==> config.mk <==
export PLATFORM = sky130hd
export DESIGN_NAME = mmu_port_arbiter_flat
export DESIGN_NICKNAME = d
export VERILOG_FILES = /design/src/rtl/mmu_pkg.sv /design/src/rtl/mmu_port_arbiter_if.sv /design/src/rtl/arb_pick.sv /design/src/rtl/mmu_port_arbiter.sv /design/src/flat_wrapper.sv
export SDC_FILE = /design/constraint.sdc
export NUM_CORES = 1
export LEC_CHECK = 0
export ABC_AREA = 1
export CORE_AREA = 5 5 536 538
export CTS_CLUSTER_DIAMETER = 60
export CTS_CLUSTER_SIZE = 24
export DETAILED_ROUTE_END_ITERATION = 10
export DIE_AREA = 0 0 541 543
export SLEW_MARGIN = 20
export SYNTH_ARGS = -nofsm -noshare
export SYNTH_HDL_FRONTEND = slang
export SYNTH_HIERARCHICAL = 1
export SYNTH_SLANG_ARGS = --single-unit
==> constraint.sdc <==
create_clock -name sys_clk -period 1.9 [get_ports sys_clk]
set_input_delay 0.38 -clock sys_clk [delete_from_list [all_inputs] [get_ports sys_clk]]
set_output_delay 0.38 -clock sys_clk [all_outputs]
set_load 0.01 [all_outputs]
==> src/rtl/mmu_pkg.sv <==
// Shared definitions for the l1mmu port arbiter: arbitration mode codes,
// default bus widths and the arbiter state encoding.
package mmu_pkg;

  // Arbitration modes selectable through the ARB_MODE parameter.
  localparam int ARB_FIXED = 0;
  localparam int ARB_RR    = 1;

  // Default widths of the l1mmu line port.
  localparam int DEF_ADDR_W = 32;
  localparam int DEF_LINE_W = 256;

  // Two-state arbiter: IDLE picks a winner, BUSY holds it until mmu_done.
  typedef enum logic {
    S_IDLE = 1'b0,
    S_BUSY = 1'b1
  } arb_state_t;

  // Width of a port index; never less than one bit.
  function automatic int idx_width(input int num_ports);
    return (num_ports > 1) ? $clog2(num_ports) : 1;
  endfunction

endpackage

==> src/rtl/mmu_port_arbiter_if.sv <==
// Bundle of requester-side and l1mmu-side signals around the arbiter.
// The slave modport is the arbiter's view; the master modport is the view of
// the surrounding requesters and l1mmu model.
interface mmu_port_arbiter_if
  import mmu_pkg::*;
#(
  parameter int NUM_PORTS = 2,
  parameter int ADDR_W    = DEF_ADDR_W,
  parameter int LINE_W    = DEF_LINE_W
);

  localparam int IDX_W = idx_width(NUM_PORTS);

  // Handshake: a requester raises req_read and/or req_write (level) together
  // with a stable address and write line and holds all of them until it sees
  // its bit of req_done for one cycle; it may drop or re-issue the request in
  // the following cycle. Toward l1mmu, mmu_read/mmu_write stay high for the
  // whole transaction and l1mmu answers with a one-cycle mmu_done, with
  // mmu_rdata valid in that same cycle.
  logic [NUM_PORTS-1:0]        req_read;
  logic [NUM_PORTS-1:0]        req_write;
  logic [NUM_PORTS*ADDR_W-1:0] req_addr;
  logic [NUM_PORTS*LINE_W-1:0] req_wdata;
  logic [NUM_PORTS-1:0]        req_done;
  logic [LINE_W-1:0]           req_rdata;

  logic                        mmu_read;
  logic                        mmu_write;
  logic [ADDR_W-1:0]           mmu_addr;
  logic [LINE_W-1:0]           mmu_wdata;
  logic                        mmu_done;
  logic [LINE_W-1:0]           mmu_rdata;

  logic                        grant_valid;
  logic [IDX_W-1:0]            grant_id;
  arb_state_t                  dbg_state;

  modport slave (
    input  req_read, req_write, req_addr, req_wdata, mmu_done, mmu_rdata,
    output req_done, req_rdata, mmu_read, mmu_write, mmu_addr, mmu_wdata,
    output grant_valid, grant_id, dbg_state
  );

  modport master (
    output req_read, req_write, req_addr, req_wdata, mmu_done, mmu_rdata,
    input  req_done, req_rdata, mmu_read, mmu_write, mmu_addr, mmu_wdata,
    input  grant_valid, grant_id, dbg_state
  );

endinterface

==> src/rtl/arb_pick.sv <==
// Rotating-priority picker: searches the candidate set starting at 'start'
// and wrapping around. Starved ports, when any of them is pending, form the
// candidate set on their own so they beat every non-starved port.
module arb_pick #(
  parameter int NUM_PORTS = 2,
  parameter int IDX_W     = 1
) (
  input  logic [NUM_PORTS-1:0] pending,
  input  logic [IDX_W-1:0]     start,
  input  logic [NUM_PORTS-1:0] starved,
  output logic [IDX_W-1:0]     winner,
  output logic                 found
);

  logic [NUM_PORTS-1:0] cand;

  // Restrict the search to starved ports whenever one of them is pending.
  always_comb begin
    cand = ((pending & starved) != '0) ? (pending & starved) : pending;
  end

  // First candidate at or after 'start', wrapping past the last index.
  always_comb begin
    int idx;
    idx    = 0;
    winner = '0;
    found  = 1'b0;
    for (int k = 0; k < NUM_PORTS; k++) begin
      idx = (int'(start) + k) % NUM_PORTS;
      if (!found && cand[idx]) begin
        winner = IDX_W'(idx);
        found  = 1'b1;
      end
    end
  end

endmodule

==> src/rtl/mmu_port_arbiter.sv <==
// N-port arbiter in front of the single l1mmu line port. A winner is
// registered in IDLE and held for the whole transaction; address, write line
// and request type are forwarded live from the granted port while BUSY.
// Fixed priority (with optional starvation promotion) or round-robin.
module mmu_port_arbiter
  import mmu_pkg::*;
#(
  parameter int NUM_PORTS    = 2,
  parameter int ADDR_W       = DEF_ADDR_W,
  parameter int LINE_W       = DEF_LINE_W,
  parameter int ARB_MODE     = ARB_FIXED,
  parameter int STARVE_LIMIT = 8
) (
  input  logic             sys_clk,
  input  logic             rst_n,
  mmu_port_arbiter_if.slave bus
);

  localparam int IDX_W = idx_width(NUM_PORTS);
  localparam int CNT_W = (STARVE_LIMIT > 0) ? $clog2(STARVE_LIMIT + 1) : 1;
  localparam bit USE_STARVE = (ARB_MODE == ARB_FIXED) && (STARVE_LIMIT > 0);
  localparam logic [IDX_W-1:0] LAST_IDX = IDX_W'(NUM_PORTS - 1);
  localparam logic [CNT_W-1:0] CNT_MAX  = CNT_W'(STARVE_LIMIT);

  arb_state_t           state_q, state_d;
  logic [IDX_W-1:0]     grant_id_q, grant_id_d;
  logic [IDX_W-1:0]     rr_ptr_q, rr_ptr_d;
  logic [CNT_W-1:0]     wait_cnt_q [NUM_PORTS];

  logic [NUM_PORTS-1:0] pending;
  logic [NUM_PORTS-1:0] starved;
  logic [IDX_W-1:0]     pick_start;
  logic [IDX_W-1:0]     pick_winner;
  logic                 pick_found;
  logic                 grant_now;
  logic                 busy;

  logic [ADDR_W-1:0]    sel_addr;
  logic [LINE_W-1:0]    sel_wdata;
  logic                 sel_read;
  logic                 sel_write;

  assign pending = bus.req_read | bus.req_write;
  assign busy    = (state_q == S_BUSY);

  // A port is promoted once its wait counter has saturated at the limit.
  always_comb begin
    starved = '0;
    for (int i = 0; i < NUM_PORTS; i++) begin
      starved[i] = USE_STARVE && (wait_cnt_q[i] == CNT_MAX);
    end
  end

  // Round-robin search begins just after the last granted port; fixed
  // priority always begins at port 0.
  always_comb begin
    pick_start = '0;
    if (ARB_MODE == ARB_RR) begin
      pick_start = (rr_ptr_q == LAST_IDX) ? '0 : rr_ptr_q + 1'b1;
    end
  end

  arb_pick #(
    .NUM_PORTS (NUM_PORTS),
    .IDX_W     (IDX_W)
  ) u_pick (
    .pending (pending),
    .start   (pick_start),
    .starved (starved),
    .winner  (pick_winner),
    .found   (pick_found)
  );

  // Next-state logic: grant in IDLE, release on mmu_done in BUSY.
  always_comb begin
    state_d    = state_q;
    grant_id_d = grant_id_q;
    rr_ptr_d   = rr_ptr_q;
    grant_now  = 1'b0;
    case (state_q)
      S_IDLE: begin
        if (pick_found) begin
          state_d    = S_BUSY;
          grant_id_d = pick_winner;
          grant_now  = 1'b1;
          if (ARB_MODE == ARB_RR) begin
            rr_ptr_d = pick_winner;
          end
        end
      end
      S_BUSY: begin
        if (bus.mmu_done) begin
          state_d = S_IDLE;
        end
      end
      default: state_d = S_IDLE;
    endcase
  end

  // State, grant and round-robin pointer registers.
  always_ff @(posedge sys_clk) begin
    if (!rst_n) begin
      state_q    <= S_IDLE;
      grant_id_q <= '0;
      rr_ptr_q   <= LAST_IDX;
    end else begin
      state_q    <= state_d;
      grant_id_q <= grant_id_d;
      rr_ptr_q   <= rr_ptr_d;
    end
  end

  // Wait counters: count grants lost while pending, saturating at the limit;
  // cleared on own grant, when idle-requesting stops, or in round-robin mode.
  always_ff @(posedge sys_clk) begin
    for (int i = 0; i < NUM_PORTS; i++) begin
      if (!rst_n || !USE_STARVE || !pending[i]) begin
        wait_cnt_q[i] <= '0;
      end else if (grant_now) begin
        if (pick_winner == IDX_W'(i)) begin
          wait_cnt_q[i] <= '0;
        end else if (wait_cnt_q[i] != CNT_MAX) begin
          wait_cnt_q[i] <= wait_cnt_q[i] + 1'b1;
        end
      end
    end
  end

  // Select the granted port's request, address and write line.
  always_comb begin
    sel_addr  = '0;
    sel_wdata = '0;
    sel_read  = 1'b0;
    sel_write = 1'b0;
    for (int i = 0; i < NUM_PORTS; i++) begin
      if (grant_id_q == IDX_W'(i)) begin
        sel_addr  = bus.req_addr[i*ADDR_W +: ADDR_W];
        sel_wdata = bus.req_wdata[i*LINE_W +: LINE_W];
        sel_read  = bus.req_read[i];
        sel_write = bus.req_write[i];
      end
    end
  end

  // Forward to l1mmu while BUSY (write wins over read) and route completion
  // back to the granted port only; mmu_done seen in IDLE is dropped.
  always_comb begin
    bus.mmu_read  = busy & sel_read & ~sel_write;
    bus.mmu_write = busy & sel_write;
    bus.mmu_addr  = busy ? sel_addr  : '0;
    bus.mmu_wdata = busy ? sel_wdata : '0;
    bus.req_done  = '0;
    for (int i = 0; i < NUM_PORTS; i++) begin
      if (busy && bus.mmu_done && (grant_id_q == IDX_W'(i))) begin
        bus.req_done[i] = 1'b1;
      end
    end
  end

  assign bus.req_rdata   = bus.mmu_rdata;
  assign bus.grant_valid = busy;
  assign bus.grant_id    = grant_id_q;
  assign bus.dbg_state   = state_q;

endmodule

==> src/flat_wrapper.sv <==
// flat-port wrapper written by rule: the top's interface ports become plain ports
module mmu_port_arbiter_flat import mmu_pkg::*;
#(
  parameter int NUM_PORTS    = 2,
  parameter int ADDR_W       = DEF_ADDR_W,
  parameter int LINE_W       = DEF_LINE_W,
  parameter int ARB_MODE     = ARB_FIXED,
  parameter int STARVE_LIMIT = 8
)
  (sys_clk, rst_n, bus_req_read, bus_req_write, bus_req_addr, bus_req_wdata, bus_mmu_done, bus_mmu_rdata, bus_req_done, bus_req_rdata, bus_mmu_read, bus_mmu_write, bus_mmu_addr, bus_mmu_wdata, bus_grant_valid, bus_grant_id, bus_dbg_state);
  mmu_port_arbiter_if #(.NUM_PORTS(NUM_PORTS), .ADDR_W(ADDR_W), .LINE_W(LINE_W)) bus_i ();
  input  logic sys_clk;
  input  logic rst_n;
  input wire logic [$bits(bus_i.req_read)-1:0] bus_req_read;
  input wire logic [$bits(bus_i.req_write)-1:0] bus_req_write;
  input wire logic [$bits(bus_i.req_addr)-1:0] bus_req_addr;
  input wire logic [$bits(bus_i.req_wdata)-1:0] bus_req_wdata;
  input wire logic [$bits(bus_i.mmu_done)-1:0] bus_mmu_done;
  input wire logic [$bits(bus_i.mmu_rdata)-1:0] bus_mmu_rdata;
  output wire logic [$bits(bus_i.req_done)-1:0] bus_req_done;
  output wire logic [$bits(bus_i.req_rdata)-1:0] bus_req_rdata;
  output wire logic [$bits(bus_i.mmu_read)-1:0] bus_mmu_read;
  output wire logic [$bits(bus_i.mmu_write)-1:0] bus_mmu_write;
  output wire logic [$bits(bus_i.mmu_addr)-1:0] bus_mmu_addr;
  output wire logic [$bits(bus_i.mmu_wdata)-1:0] bus_mmu_wdata;
  output wire logic [$bits(bus_i.grant_valid)-1:0] bus_grant_valid;
  output wire logic [$bits(bus_i.grant_id)-1:0] bus_grant_id;
  output wire logic [$bits(bus_i.dbg_state)-1:0] bus_dbg_state;
  assign bus_i.req_read = bus_req_read;
  assign bus_i.req_write = bus_req_write;
  assign bus_i.req_addr = bus_req_addr;
  assign bus_i.req_wdata = bus_req_wdata;
  assign bus_i.mmu_done = bus_mmu_done;
  assign bus_i.mmu_rdata = bus_mmu_rdata;
  assign bus_req_done = bus_i.req_done;
  assign bus_req_rdata = bus_i.req_rdata;
  assign bus_mmu_read = bus_i.mmu_read;
  assign bus_mmu_write = bus_i.mmu_write;
  assign bus_mmu_addr = bus_i.mmu_addr;
  assign bus_mmu_wdata = bus_i.mmu_wdata;
  assign bus_grant_valid = bus_i.grant_valid;
  assign bus_grant_id = bus_i.grant_id;
  assign bus_dbg_state = bus_i.dbg_state;
  mmu_port_arbiter #(.NUM_PORTS(NUM_PORTS), .ADDR_W(ADDR_W), .LINE_W(LINE_W), .ARB_MODE(ARB_MODE), .STARVE_LIMIT(STARVE_LIMIT)) u_core (.sys_clk(sys_clk), .rst_n(rst_n), .bus(bus_i));
endmodule
=== Word-level counts from Yosys, hierarchy flattened ===
Memories as Yosys holds them, arrays and structs flattened.
Index checks and enable logic that the tools add are counted.

* Mux-type cells: 42
* Reductions and logical operators: 12
* Add/sub/neg operators: 2
* Equality and inequality tests: 4
* Bitwise gates (word level): 12

{| class="wikitable"
|+ Operators with widths
! cell !! count
|-
| 256-bit 2-to-1 mux || 2
|-
| 32-bit 2-to-1 mux || 2
|-
| 1-bit 2-to-1 mux || 32
|-
| 4-bit 2-to-1 mux || 4
|-
| 4-bit by 1-bit adder with 4-bit output, second input constant || 2
|-
| 4-bit == test, second input constant || 2
|-
| 4-bit != test, second input constant || 2
|-
| 1-bit logical AND || 4
|-
| 1-bit zero test || 4
|-
| 1-bit bitwise OR || 4
|-
| 1-bit bitwise AND || 3
|-
| 1-bit NOT || 3
|-
| 2-bit bitwise AND || 1
|-
| 1-bit logical OR || 2
|-
| 2-bit 2-to-1 mux || 1
|-
| 2-bit bitwise OR || 1
|-
| 1-bit case mux with 2 select lines || 1
|-
| 2-bit AND reduction || 1
|-
| 2-bit nonzero test || 1
|}

* Bits in writable memories: 8
* Register bits: 2
* Input port bits: 839
* Memories: 1
* Output and inout bits: 551
* Word-level logic and storage cells: 75

{| class="wikitable"
|+ Memory list
! name !! depth !! width !! rd ports !! clocked after Yosys merged registers in !! wr ports !! RTL line !! source
|-
| u_core.wait_cnt_q || 2 || 4 || 2 || 0 || 2 || mmu_port_arbiter.sv:28 || <nowiki>logic [CNT_W-1:0] wait_cnt_q [NUM_PORTS];</nowiki>
|}

=== Depth between registers and ports, before layout ===
Gate-level depths: netlist of run 1.
An unclocked memory read counts as a cell.

* Depth in word-level cells: 16
* Depth in mapped cells: 12
* Mapped depth without buffers: 12

=== Cells and area by module ===
Netlist of run 1, hierarchy kept.

{| class="wikitable"
|+ Modules (own cells, without submodules)
! module !! instances !! cells an instance !! area each (µm²) !! seq. area each (µm²)
|-
| mmu_port_arbiter || 1 || 1299 || 6703.9 || 280.3
|-
| arb_pick || 1 || 10 || 47.5 || 0.0
|}

=== Worst setup path before layout of run 1 ===
Ideal clock, no wire load.

* Kind: register -> register
* Start point: memory u_core/wait_cnt_q[1][0] (netlist name)
* End point: memory u_core/wait_cnt_q[1][0] (netlist name) (enable)
* Data required time: 1593 ps
* Arrival time: 1536 ps
* Clock period less this slack: 1844 ps
* Buffers on the path: 0
* Setup time: 307 ps
* Stages on the path, launching flop included: 13
* Slack: 56 ps
* Cells stage by stage: edfxtp_1 > inv_1 > ha_1 > nand3b_1 > inv_1 > inv_1 > nand3_1 > nand2_1 > nand3_1 > nand2_1 > nor2_1 > nand3_1 > nand2_1

{| class="wikitable"
|+ RTL lines
! element !! RTL line
|-
| start: declaration || mmu_port_arbiter.sv:28
|}

=== Worst setup path after layout of run 1 ===
* Start point: register u_core.grant_id_q (netlist: u_core/bus.grant_id)
* End point: output port bus_mmu_wdata[191]

* Word-level cells in the longest chain between the ends: 2

{| class="wikitable"
|+ RTL lines
! element !! RTL line !! source
|-
| start: declaration || mmu_port_arbiter.sv:26 || <nowiki>logic [IDX_W-1:0] grant_id_q, grant_id_d;</nowiki>
|-
| start signal: assignment || mmu_port_arbiter.sv:108 || <nowiki>grant_id_q <= grant_id_d;</nowiki>
|-
| 256-bit 2-to-1 mux || mmu_port_arbiter.sv:136 || <nowiki>if (grant_id_q == IDX_W'(i)) begin</nowiki>
|-
| 256-bit 2-to-1 mux || mmu_port_arbiter.sv:151 || <nowiki>bus.mmu_wdata = busy ? sel_wdata : '0;</nowiki>
|-
| end: declaration || flat_wrapper.sv:25 || <nowiki>output wire logic [$bits(bus_i.mmu_wdata)-1:0] bus_mmu_wdata;</nowiki>
|}

Every way passes these cells.

==> flow_summary.ini, run 1 <==
[status]
outcome = finished with violations
violations = negative setup slack

[final_layout]
fillCellCount = 33200
drive_gt1_share_pct = 34.3
final-seq-area_um2 = 288
multi_input_area_mm2 = 0.00494
area_delta_synth_final_pct = 230
design_area_mm2 = 0.0223
fin_nets = 2882

[sta]
setup_tns_ps = -53190
rsz0062_at_grt = true
fin_worst_skew_ps = 3.06
layout_min_cycle_time_ps = 2270
slew_headroom_pct = 65.5
drv_slew = 0
holdWs_ps = 674
hold_violations = 0
min_period_over_period_pct = 120
fmax_mhz = 440
tightest_slew_ps = 514
setup_viol = 300
setup_ws_ps = -374

[critical_path]
regToRegStartpoint = u_core/wait_cnt_q[1][1]
crit_slowest_cell = dfxtp_4
start_kind = flop
cp-end-kind = primary output
worst_ep_arrival_time_ps = 1890
reg2reg_depth = 12
crit_start = u_core/bus.grant_id
cp_max_fo = 17
critical_path_class = flop to primary output
worstPathCellList = buf_6, inv_12, buf_16, bufbuf_16, nor2_1, nor2_2, clkdlybuf4s15_2
rrSetupSlack_ps = -120
required_ps = 1520
endpoint = bus_mmu_wdata[191]
r2r_end = u_core/wait_cnt_q[0][2]
cpPeakStageDelay_ps = 370

[global_routing]
gr-usage-all-layers_pct = 15.7
grt_pass1_vias = 12200
gr-total-overflow = 0
grt_max_degree = 48
antenna_found_initial = 258
grt_pass1_wl_um = 269000

[placement]
globalplace.congestion = 1.01
dp_hpwl_um = 229000
io_buffers = 877
place_ws_ps = -884
place_area_mm2 = 0.0197

[pwr]
p_leak_nw = 7.65
max-vdd-ir-drop_v = 0.000176
power_mw = 8.60
power_density_mw_per_mm2 = 387

[drt]
wirelength_um = 246000
post_drt_wl_per_cell_um = 42.0
firstDrtPassIters = 5
vias_per_cell = 2.29
drt_iter0_markers = 990
drc_errors = 0
antenna_left = 0
vias = 13400

[min_path]
hold_path_startpoint = u_core/wait_cnt_q[1][0]
hp-class = flop to flop

[synthesis]
synthTopCellsByArea = nor2_1 33%, buf_4 30%, o21ai_0 21%
ys_seq_elements = 10
ys_warn_count = 6
synth.largest_area_cell = nor2_1
syn_nets = 2152
synth_area_mm2 = 0.00675
synth_top_area_share_pct = 32.6
syn_inst = 1309
ys_seq_area_share_pct = 4.15
synth_cell_types = 24
avgSynthCellArea_um2 = 5.16

[clock_tree]
htreeDepth = 1
cts_buffers = 3
cts_buffer_depth = 2
clock-sinks = 10
clockRootBuffer = clkbuf_16
clk-insertion-delay-late_ps = 240
cts_tree = yes
cts.reportedPaths.clkPinSlew_ps = 50

[die]
rows = 195
die-area_mm2 = 0.294
die-height_um = 543
io-pin-count = 1390
die_x_um = 541
core_mm2 = 0.282
start_util_pct = 2.40

[flow_run]
maxCapViolCount = 0
## worst min path at each step
| stage | endpoint | slack (ps) | cells past startpoint |
|---|---|---|---|
| global placement | u_core/bus.dbg_state | 510 | 1 |
| floorplan | u_core/bus.dbg_state | 470 | 1 |
| finish | u_core/wait_cnt_q[1][0] | 670 | 2 |
| CTS | u_core/bus.dbg_state | 660 | 2 |
| detailed placement | u_core/bus.dbg_state | 500 | 1 |
| global route | u_core/bus.dbg_state | 690 | 2 |
## cells in the mapped netlist
master / number
a21oi_1: 2
buf_8: 2
nand2_1: 15
inv_1: 20
nor3_1: 1
a21oi_2: 1
xnor2_1: 2
nor2_1: 586
dfxtp_1: 2
o21ai_0: 290
inv_2: 1
nor2_2: 10
conb_1: 1
buf_6: 11
nand3_1: 6
a21boi_0: 1
nand4_1: 2
clkbuf_1: 58
ha_1: 4
buf_4: 267
edfxtp_1: 8
buf_2: 16
nand3b_1: 2
nand2_2: 1
## cells in the final DEF, fill, tap and decap left out, drive strengths merged
cell type	n
edfxtp	8
clkinv	1
nand3b	2
a21boi	1
clkbuf	19
nand4	2
clkdlybuf4s50	584
nor3	1
conb	1
bufbuf	5
a21oi	3
nand3	6
o21ai	290
inv	21
buf	412
nand2	16
nor2	596
xnor2	2
dlygate4sd2	41
dfxtp	2
diode	71
clkdlybuf4s15	21
ha	4
## logic make-up (layout without fill, tap and decap cells)
group                      Yosys count  after routing  synth area share [%]
buffers and inverters              375           1104                  37.5
DFF                                 10             10                  4.15
AOI/OAI and AO/OA                  294            294                  21.9
xor gates and xnor gates             2              2                 0.259
and+or+nand+nor                    623            623                  35.4
adders and majority gates            4              4                 0.741
other                                1             72                0.0555
## worst max-delay path: cells and delay by family (launching register included)
kind	cells	cell delay, ps
buffers and inverters	5	960
and+or+nand+nor	2	290
DFF	1	370
## state kept, by name, summed over array words and instances, names as in the netlist
register              count
u_core/wait_cnt_q         8
u_core/bus.grant_id       1
u_core/bus.dbg_state      1
## power breakdown
part,switching (mW),leakage (nW),internal (mW)
sequential,0.0275,0.107,0.268
clock,0.114,0.0390,0.278
combinational,4.04,7.50,3.88
total,4.18,7.65,4.42
## repair_timing
item                       4_1_cts  5_1_grt
pin swaps                       79       93
hold buffers                     0        0
setup endpoints to repair      304      311
buffers inserted                30       21
hold endpoints to repair         0        0
resized for setup              547      422
cloned                          19        8
## stage by stage
stage / cells / utilization (%)
6_report: 5852 / 7.90
5_1_grt: 5818 / 7.87
4_1_cts: 5760 / 7.49
3_5_place_dp: 5710 / 7.01
3_3_place_gp: 5710 / 7.01
2_1_floorplan: 1309 / -
## routing by layer
metal  wire length [um]  track usage [%]
met1              61800             11.7
met2              98300             22.9
met3              72900             21.3
met4              11600             5.54
met5               1030                0
## cell type report
| type | count | area share [%] |
|---|---|---|
| sequential | 10 | 1.29 |
| clock inverter | 1 | 0.0169 |
| antenna | 71 | 0.798 |
| tap | 3743 | 21.0 |
| multi-input combinational | 924 | 22.2 |
| inverter | 21 | 0.410 |
| clock buffer | 3 | 0.337 |
| timing repair buffer | 1079 | 53.9 |
No activity file was read; power rests on OpenSTA's default activity.
==> run 2: changes to the inputs <==
--- a/config.mk
+++ b/config.mk
@@ -11,6 +11,7 @@
 export CTS_CLUSTER_SIZE = 24
 export DETAILED_ROUTE_END_ITERATION = 10
 export DIE_AREA = 0 0 541 543
+export PLACE_DENSITY_LB_ADDON = 0.1
 export SLEW_MARGIN = 20
 export SYNTH_ARGS = -nofsm -noshare
 export SYNTH_HDL_FRONTEND = slang
==> run 2 against run 1 <==
Against the previous run: the flow still finishes with violations (negative setup slack); non-clock buffer count up 220; sequential share of layout area down 0.17 points; fmax down 2.1%; global-route usage down 5.0 points; cell count up 2.7%; worst setup slack worse by 48 ps; routed wire length down 32%; count of clock-buffer cells in the layout unchanged; register-to-register slack about the same; core utilization up 1.2 points; largest power group unchanged.
==> flow_summary.ini, run 2 (synthesized netlist as in run 1, its figures left out) <==
[critical_path]
path_buf_inv = 8
cp_max_fo = 8
crit_family = buffers and inverters
worst_ep_arrival_time_ps = 1940
critical_path_class = flop to primary output
cpPeakStageDelay_ps = 350
cp-end-kind = primary output
start_kind = flop
required_ps = 1520
crit_slowest_cell = dfxtp_4
worstPathCellList = buf_12, inv_16, buf_16, buf_12, buf_8, buf_6, buf_4, nor2_1, nor2_1, buf_2

[final_layout]
top_register = u_core/wait_cnt_q
largest_reg_flops = 8
final_common_cell = clkdlybuf4s50_1
fin_cells = 6009
area_delta_synth_final_pct = 281
final_core_util_pct = 9.14
drive_gt1_share_pct = 49.5
final_cell_mix = 578 x clkdlybuf4s50_1, 294 x nor2_1, 219 x buf_4
fin_nets = 3102

[clock_tree]
cts.reportedPaths.clkPinSlew_ps = 50
cts_buffer_depth = 2
cts_tree = yes
clock-sinks = 10
ctsHoldBuffers = 0
cts_buffers = 3
htreeDepth = 1
clk-insertion-delay-late_ps = 240
clockRootBuffer = clkbuf_16

[drt]
antenna_left = 0
wirelength_um = 168000
drt_iter0_markers = 528
vias = 13200
drc_errors = 0
vias_per_cell = 2.20
firstDrtPassIters = 4
post_drt_wl_per_cell_um = 27.9

[sta]
hold_violations = 0
holdWs_ps = 675
fin_worst_skew_ps = 3.44
drv_slew = 0
setup_ws_ps = -422
rsz0062_at_grt = true
layout_min_cycle_time_ps = 2320
fmax_mhz = 431
setup_viol = 304
setup_tns_ps = -75170
min_period_over_period_pct = 122

[global_routing]
grt.busiest_layer = met2
met2_usage_pct = 17.0
gr-total-overflow = 0
grtUsageMet3_pct = 6.16
antenna_found_initial = 130
grt_pass1_vias = 13800
grt_max_degree = 25
grt_pass1_wl_um = 197000
grt_util_met1_pct = 12.3
gr-usage-all-layers_pct = 10.7

[status]
outcome = finished with violations
violations = negative setup slack

[die]
io-pin-count = 1390
die-height_um = 543
start_util_pct = 2.40
core_mm2 = 0.282
die_x_um = 541
die-area_mm2 = 0.294
rows = 195

[pwr]
max-vdd-ir-drop_v = 0.000202
power_density_mw_per_mm2 = 397
p_leak_nw = 9.16

[placement]
dp_hpwl_um = 148000
globalplace.congestion = 0.826
io_buffers = 877
dp.cells = 5839

[flow_run]
maxCapViolCount = 0

[min_path]
hp-class = flop to flop
-- run 2: worst min-delay path, stage by stage, from the launching register on --
cell	delay [ps]
edfxtp_1	340
buf_4	130
nor2_1	40
-- run 2: path summary, 6_finish.rpt --
check	from	to	slack (ps)	cells after the start
worst min-delay path	u_core/wait_cnt_q[1][0]	u_core/wait_cnt_q[1][0]	680	2
worst max register to register	u_core/wait_cnt_q[1][0]	u_core/wait_cnt_q[0][2]	-110	12
worst max-delay path	u_core/bus.grant_id	bus_mmu_addr[13]	-420	10
worst min register to register	u_core/wait_cnt_q[1][0]	u_core/wait_cnt_q[1][0]	680	2
-- run 2: stage by stage --
stage	cell area, um^2	setup WS, ps	power, mW
after floorplan	6750	56.4	2.49
after global placement	20800	-960	7.59
after detailed placement	20800	-929	7.52
after CTS	24100	-682	9.73
after global routing	25700	-488	10.9
final	25700	-422	10.2
-- run 2: where the power goes --
group          switching [mW]  total [mW]  internal (mW)
clock                   0.110       0.387          0.277
sequential             0.0192       0.287          0.268
combinational            4.52        9.55           5.03
total                    4.65        10.2           5.58
-- run 2: final cells by class --
cell class	instances	area, um^2
repair buffers	1299	14400
diodes	8	20.0
clock buffers	3	75.1
flip-flops and latches	10	288
inverters	21	95.1
well taps	3743	4680
multi-input cells	924	6170
clock inverters	1	3.75
fillers	33000	256000
-- run 2: repair_timing --
item / 4_1_cts / 5_1_grt
pin swaps: 118 / 127
endpoints found under the setup margin: 310 / 313
resized for setup: 1352 / 550
gates cloned: 19 / 12
buffers inserted: 133 / 64
-- run 2: routing by layer --
metal	vias up	part of all wire, %
met5	-	0.40
met4	98	3.5
met3	406	13
met2	916	44
met1	5973	39
li1	5809	-
==> run 3: changes to the inputs <==
--- a/config.mk
+++ b/config.mk
@@ -6,11 +6,13 @@
 export NUM_CORES = 1
 export LEC_CHECK = 0
 export ABC_AREA = 1
-export CORE_AREA = 5 5 536 538
+export CELL_PAD_IN_SITES_DETAIL_PLACEMENT = 0
+export CELL_PAD_IN_SITES_GLOBAL_PLACEMENT = 1
+export CORE_AREA = 5 5 535 537
 export CTS_CLUSTER_DIAMETER = 60
 export CTS_CLUSTER_SIZE = 24
 export DETAILED_ROUTE_END_ITERATION = 10
-export DIE_AREA = 0 0 541 543
+export DIE_AREA = 0 0 540 542
 export PLACE_DENSITY_LB_ADDON = 0.1
 export SLEW_MARGIN = 20
 export SYNTH_ARGS = -nofsm -noshare
==> run 3 against run 2 <==
Against the previous run: die area shrank 0.37%; highest routed layer unchanged; total power shrank 15%; core utilization shrank 0.85 points; non-clock buffer count down 94; sequential share of layout area grew 0.12 points; critical path type unchanged; hold slack worse by 6.4 ps; the run still ends with negative setup slack left; sequential power is essentially flat; clock skew decreased by 2.1 ps; largest cell class unchanged; first-iteration DRC count down 15%; combinational power decreased by 15%; cell count is 1.5% lower; register-to-register slack gained 70 ps.
==> flow_summary.ini, run 3 (synthesized netlist as in run 1, its figures left out) <==
[final_layout]
final_core_util_pct = 8.28
drive_gt1_share_pct = 38.5
largest_reg_flops = 8
area_delta_synth_final_pct = 245
final_cell_mix = 581 x clkdlybuf4s50_1, 355 x nor2_1, 200 x buf_4
fin_cells = 5919
fin_nets = 3008
top_register = u_core/wait_cnt_q
fillCellCount = 33100
final_common_cell = clkdlybuf4s50_1

[sta]
min_period_over_period_pct = 117
fmax_mhz = 451
setup_viol = 293
setup_ws_ps = -317
rsz0062_at_grt = true
layout_min_cycle_time_ps = 2220
hold_violations = 0
fin_worst_skew_ps = 1.37
drv_slew = 0

[critical_path]
crit_start = u_core/bus.grant_id
critical_path_class = flop to primary output
regToRegStartpoint = u_core/wait_cnt_q[1][0]
required_ps = 1520
cp_max_fo = 18
rrSetupSlack_ps = -40
worst_ep_arrival_time_ps = 1840
cp-end-kind = primary output
start_kind = flop

[global_routing]
grt_pass1_vias = 12900
grt_max_degree = 37
antenna_found_initial = 150
gr-usage-all-layers_pct = 10.2
grt_pass1_wl_um = 187000
gr-total-overflow = 0

[min_path]
hold_path_startpoint = u_core/wait_cnt_q[1][0]
hp-class = flop to flop

[clock_tree]
clk-insertion-delay-late_ps = 230
clock-sinks = 10
cts.reportedPaths.clkPinSlew_ps = 40
cts_buffers = 3
cts_buffer_depth = 2
clockRootBuffer = clkbuf_16
htreeDepth = 1
cts_tree = yes

[die]
rows = 195
die-height_um = 542
die_x_um = 540
die-area_mm2 = 0.293
start_util_pct = 2.40
core_mm2 = 0.281
io-pin-count = 1390

[pwr]
power.internal_mw = 4.64
power_density_mw_per_mm2 = 375
p_leak_nw = 9.15
p_clk_share_pct = 4.3
switching_share_pct = 46.9
p_comb_share_pct = 92.4
max-vdd-ir-drop_v = 0.000212
power_mw = 8.74
seqPwrFrac_pct = 3.3
p_sw_mw = 4.10

[drt]
post_drt_wl_per_cell_um = 28.2
firstDrtPassIters = 5
vias_per_cell = 2.13
wirelength_um = 167000
wl_met2_um = 77800
maxUsedRoutingLayer = met5
wl_met1_um = 62700
vias = 12600
drc_errors = 0
wl_met3_um = 21800
antenna_left = 0
drt_iter0_markers = 450

[placement]
io_buffers = 877
dp_hpwl_um = 145000
globalplace.congestion = 0.753
dp.cells = 5789

[status]
outcome = finished with violations
violations = negative setup slack

[flow_run]
maxCapViolCount = 0
## run 3: changes by cell type in the layout (fill, tap and decap cells not counted), sizes merged, moves of 2 or more
cell           change
dlymetal6s2s      +62
clkbuf            +41
diode              +4
clkdlybuf4s50      +3
bufbuf             -4
dlygate4sd2        -2
buf              -192
## run 3: power groups by stage
stage	Combinational, mW	Sequential, mW	Clock, mW
floorplan	2.20	0.294	0
global placement	6.84	0.309	0
detailed placement	6.76	0.307	0
CTS	7.11	0.307	0.390
global route	8.72	0.289	0.405
finish	8.08	0.287	0.375
## run 3: through the flow
| stage | setup slack [ps] | instance area (um^2) | hold WS [ps] | TNS (ps) |
|---|---|---|---|---|
| floorplan | 56.4 | 6750 | 469 | 0 |
| global placement | -737 | 20200 | 630 | -113720 |
| detailed placement | -717 | 20200 | 631 | -108820 |
| CTS | -696 | 20800 | 649 | -152630 |
| global route | -389 | 23300 | 691 | -79570 |
| finish | -317 | 23300 | 669 | -54160 |
## run 3: final timing paths
check / depth (start not counted) / endpoint
setup / recovery: 7 / bus_mmu_wdata[114]
hold / removal: 2 / u_core/wait_cnt_q[1][0]
setup reg to reg: 12 / u_core/wait_cnt_q[0][1]
hold reg to reg: 2 / u_core/wait_cnt_q[1][0]
## run 3: what timing repair did
| item | CTS | global route |
|---|---|---|
| pin swaps | 14 | 69 |
| resized for setup | 255 | 950 |
| buffers inserted | 13 | 89 |
| endpoints found under the setup margin | 313 | 313 |
| hold buffers | 0 | 0 |
| hold endpoints to repair | 0 | 0 |
| gates cloned | 6 | 28 |
## run 3: area by class of cell
type                            instances  area (um^2)  area share [%]
Timing Repair Buffer                 1205        12900            55.4
Multi-Input combinational cell        924         5200            22.3
Tap cell                             3743         4680            20.1
Sequential cell                        10          288            1.24
Inverter                               21          105           0.451
Clock buffer                            4         78.8           0.339
Antenna cell                           12         30.0           0.129
## run 3: metal layers
metal / vias to the layer above / GRT usage (%)
met3: 436 / 6.54
met1: 5516 / 11.0
met4: 124 / 1.80
li1: 5636 / -
met5: - / 0.0658
met2: 924 / 17.0
## run 3: critical path: stages, from the launching register on
cell	delay, ps
dfxtp_4	350
buf_12	140
buf_12	130
buf_12	130
buf_16	170
o21ai_1	300
nor2_1	120
clkdlybuf4s15_2	250
==> RTL edit 1 (settings of run 2) <==
`DEF_ADDR_W`: 32 -> 16.
--- a/src/rtl/mmu_pkg.sv
+++ b/src/rtl/mmu_pkg.sv
@@ -9,3 +9,3 @@
   // Default widths of the l1mmu line port.
-  localparam int DEF_ADDR_W = 32;
+  localparam int DEF_ADDR_W = 16;
   localparam int DEF_LINE_W = 256;
Interface: changed (resized bus_mmu_addr and bus_req_addr); port bits go from 1390 to 1342. The function was not compared with the original's and may differ.
==> RTL edit 1 against run 2 <==
The run still ends with negative setup slack left. Register-to-register slack better by 40 ps. Highest routed layer unchanged. Sequential cell count unchanged. Design area down 12%. Largest cell class unchanged. Critical path type unchanged. Critical endpoint is now bus_mmu_wdata[1]. Non-clock buffer count down 184. Worst setup slack better by 27 ps. Combinational power down 19%. Synthesized area down 1.2%. Wire length down 4.8%. Power down 18%. Count of clock-buffer cells in the layout unchanged.
==> RTL edit 1: results (changes against run 2) <==
metric	value	unit	change
outcome	finished with violations		
failing checks	negative setup slack		
dpl ws	-889	ps	+39.9 ps
share of cells above drive strength 1	34.4	%	-15 points
postcts setup bufs	16		-88%
nets@finish	2840		-8.4%
FF-to-FF End	u_core/bus.grant_id$_SDFFE_PN0N_		
Placement Cell Area	20000	sq um	-4.2%
final worst setup slack	-396	ps	+26.7 ps
Global Route Usage Sum	10.1	%	-0.63 points
WP data arrival	1920	ps	-20 ps
clk_skew	7.04	ps	+3.60 ps
crit path max fanout	10		+2
Final setup viols	283		-6.9%
Setup TNS	-53530	ps	+21640 ps
GPL Wtd Cong	0.836		+1.2%
Hold WS	675	ps	-0.448 ps
crit path capture	bus_mmu_wdata[1]		
RR Startpoint	u_core/wait_cnt_q[0][0]$_SDFFCE_PN0P_		
Leak Pwr	8.97	nW	-2.1%
Worst Reg2Reg Path Length in Cells	11		-1
wire length per cell	27.6	microns	-1.2%
DR vias	12000		-9.4%
post-DP HPWL	142000	microns	-3.7%
Cell Int Power	4.47	mW	-20%
register area share after synthesis	4.20	%	+0.050 points
largest net degree at the start of global routing	35		+40%
Resize count post-CTS	385		-72%
Synth top cells by count	564 x nor2_1, 267 x o21ai_0, 260 x buf_4		
Synth cell types	26		+8.3%
first-pass GRT wire length	185000	microns	-6.3%
-- RTL edit 1: cell count changes in the layout (fill, tap and decap cells not counted), sizes merged, moves of 5 or more --
cell / delta
dlymetal6s2s: +84
nor2: -32
buf: -239
diode: +9
clkdlybuf4s50: -22
o21ai: -16
clkbuf: -5
-- RTL edit 1: per-layer routing --
metal	track usage [%]	vias up	routed length, microns
li1	-	5288	-
met1	11.2	5270	61300
met2	15.4	931	67200
met3	7.43	380	25800
met4	2.08	98	4610
met5	0	-	617
-- RTL edit 1: power groups by stage --
stage	Sequential (mW)	Combinational, mW	Clock (mW)
6_report	0.289	7.74	0.393
5_1_grt	0.294	8.34	0.425
4_1_cts	0.300	7.42	0.415
3_5_place_dp	0.296	6.82	0
3_3_place_gp	0.296	6.88	0
2_1_floorplan	0.293	2.21	0
-- RTL edit 1: final cells by class --
class | instances | area (sq um) | area share [%]
multi-input combinational | 876 | 4850 | 21.5
clock inverter | 1 | 3.75 | 0.0166
timing repair buffer | 1115 | 12400 | 55.2
tap | 3743 | 4680 | 20.8
clock buffer | 3 | 75.1 | 0.333
antenna | 17 | 42.5 | 0.189
sequential | 10 | 288 | 1.28
timing repair inverter | 2 | 60.1 | 0.266
inverter | 21 | 105 | 0.466
-- RTL edit 1: kinds of logic after synthesis --
| group | count (synthesis) | share of synthesized area (%) |
|---|---|---|
| AND/OR/NAND/NOR | 591 | 33.6 |
| buffers and inverters | 370 | 40.2 |
| AO/OA/AOI/OAI | 278 | 20.9 |
| flip-flops | 10 | 4.20 |
| adder cells (fa/ha/maj) | 4 | 0.750 |
| XOR/XNOR | 2 | 0.263 |
| other | 1 | 0.0562 |
-- RTL edit 1: tightest hold or removal path, cell delays in order, from the launching register on --
cell and delay [ps]:
edfxtp_1 340, buf_4 130, nor2_1 40
==> RTL edit 2 (settings of run 2) <==
Made on the original files. Reset style: asynchronous (`rst_n`), changed in one clocked block.
--- a/src/rtl/mmu_port_arbiter.sv
+++ b/src/rtl/mmu_port_arbiter.sv
@@ -100,3 +100,3 @@
   // State, grant and round-robin pointer registers.
-  always_ff @(posedge sys_clk) begin
+  always_ff @(posedge sys_clk or negedge rst_n) begin
     if (!rst_n) begin
Formal check against the unedited RTL: not equivalent (Yosys sat finds a counterexample within 4 cycles, from zero or initial values and one cycle with rst_n low; the reset may be asserted at any time).
==> RTL edit 2 against run 2 <==
The flow still finishes with violations (negative setup slack). Design area increased by 3.2%. Sequential cell count is the same. Die area unchanged. Fmax fell by 2.2%. First-iteration DRC count fell by 8.1%. Utilization up 0.29 points. Synthesized area fell by 1.3%. Wire length grew 5.2%. Worst setup slack worse by 53 ps. Highest routed layer unchanged.
Power is left out: it rests on default switching activity, and per cell area and clock period it moved more than threefold.
==> RTL edit 2: results (changes against run 2) <==
metric	value	unit	change
largest net degree at the start of global routing	39		+56%
Synthesized Nets	2149		-0.14%
hold crit path type	in -> async		
Final setup viols	302		-0.66%
DRT iter0 DRCs	485		-8.1%
final worst setup slack	-475	ps	-52.8 ps
register area share after synthesis	4.36	%	+0.21 points
DR vias	13500		+2.1%
Non-clock buffers	1310		+0.85%
met2 WL	76300	microns	+3.8%
Ys Warns	6		unchanged
postcts setup bufs	46		-65%
Placement Cell Area	20500	sq um	-1.7%
share of cells above drive strength 1	54.2	%	+4.7 points
met3 wire length	26300	microns	+21%
nets@finish	3111		+0.29%
Post-Synth Adder-Cell Area	0.751	%	+0.010 points
M3 GR Usage	7.57	%	+1.4 points
number of antenna diodes	14		+6
Resize count post-CTS	820		-39%
outcome	finished with violations		
compound-gate portion of the synthesized area	22.1	%	+0.22 points
failing checks	negative setup slack		
DRT met1 WL	66200	microns	+0.69%
ClkCell Share	0.297	%	-0.0094 points
first-pass GRT wire length	198000	microns	+0.36%
M2 GR Usage	16.5	%	-0.45 points
initial antenna violation count	144		+11%
CP peak stage delay	510	ps	+160 ps
Synth cell types	23		-4.2%
dpl ws	-927	ps	+2.22 ps
Post-synth ARST share	20.0	%	+20 points
Placed Cells	5805		-0.58%
Synth top cells by count	595 x nor2_1, 290 x o21ai_0, 273 x buf_4		
post-DP HPWL	154000	microns	+4.0%
Total Wirelength	176000	microns	+5.2%
multi-input combinational area share	25.7	%	+1.7 points
Multi-In Gates	922		-0.22%
WP data arrival	2000	ps	+60 ps
Synth area leaders	nor2_1 34%, buf_4 31%, o21ai_0 22%, edfxtp_1 3.6%, clkbuf_1 2.8%		
GRT met1 Usage	12.0	%	-0.34 points
clk_skew	5.16	ps	+1.72 ps
Global Route Usage Sum	10.8	%	+0.092 points
buffer share of cell area	54.7	%	-1.2 points
vias per cell	2.24		+1.9%
Layout fillers	32900		-0.073%
Crit-path slowest cell	dfrtp_4		
Design Area, Final	26500	sq um	+3.2%
Setup TNS	-89570	ps	-14400 ps
fraction of area in registers	1.12	%	+0.0034 points
[RTL edit 2: worst paths after layout]
kind / from / depth (start not counted) / slack (ps) / endpoint
hold reg to reg: u_core/wait_cnt_q[0][0]$_SDFFCE_PN0P_ / 2 / 680 / u_core/wait_cnt_q[0][0]$_SDFFCE_PN0P_
setup / recovery: u_core/bus.grant_id$_DFFE_PN0N_ / 9 / -480 / bus_mmu_wdata[123]
max in group asynchronous: rst_n / 2 / 1250 / u_core/bus.grant_id$_DFFE_PN0N_
min in group sys_clk: u_core/wait_cnt_q[0][0]$_SDFFCE_PN0P_ / 2 / 680 / u_core/wait_cnt_q[0][0]$_SDFFCE_PN0P_
setup reg to reg: u_core/wait_cnt_q[1][0]$_SDFFCE_PN0P_ / 12 / -40 / u_core/bus.grant_id$_DFFE_PN0N_
hold / removal: rst_n / 2 / 540 / u_core/bus.dbg_state$_DFF_PN0_
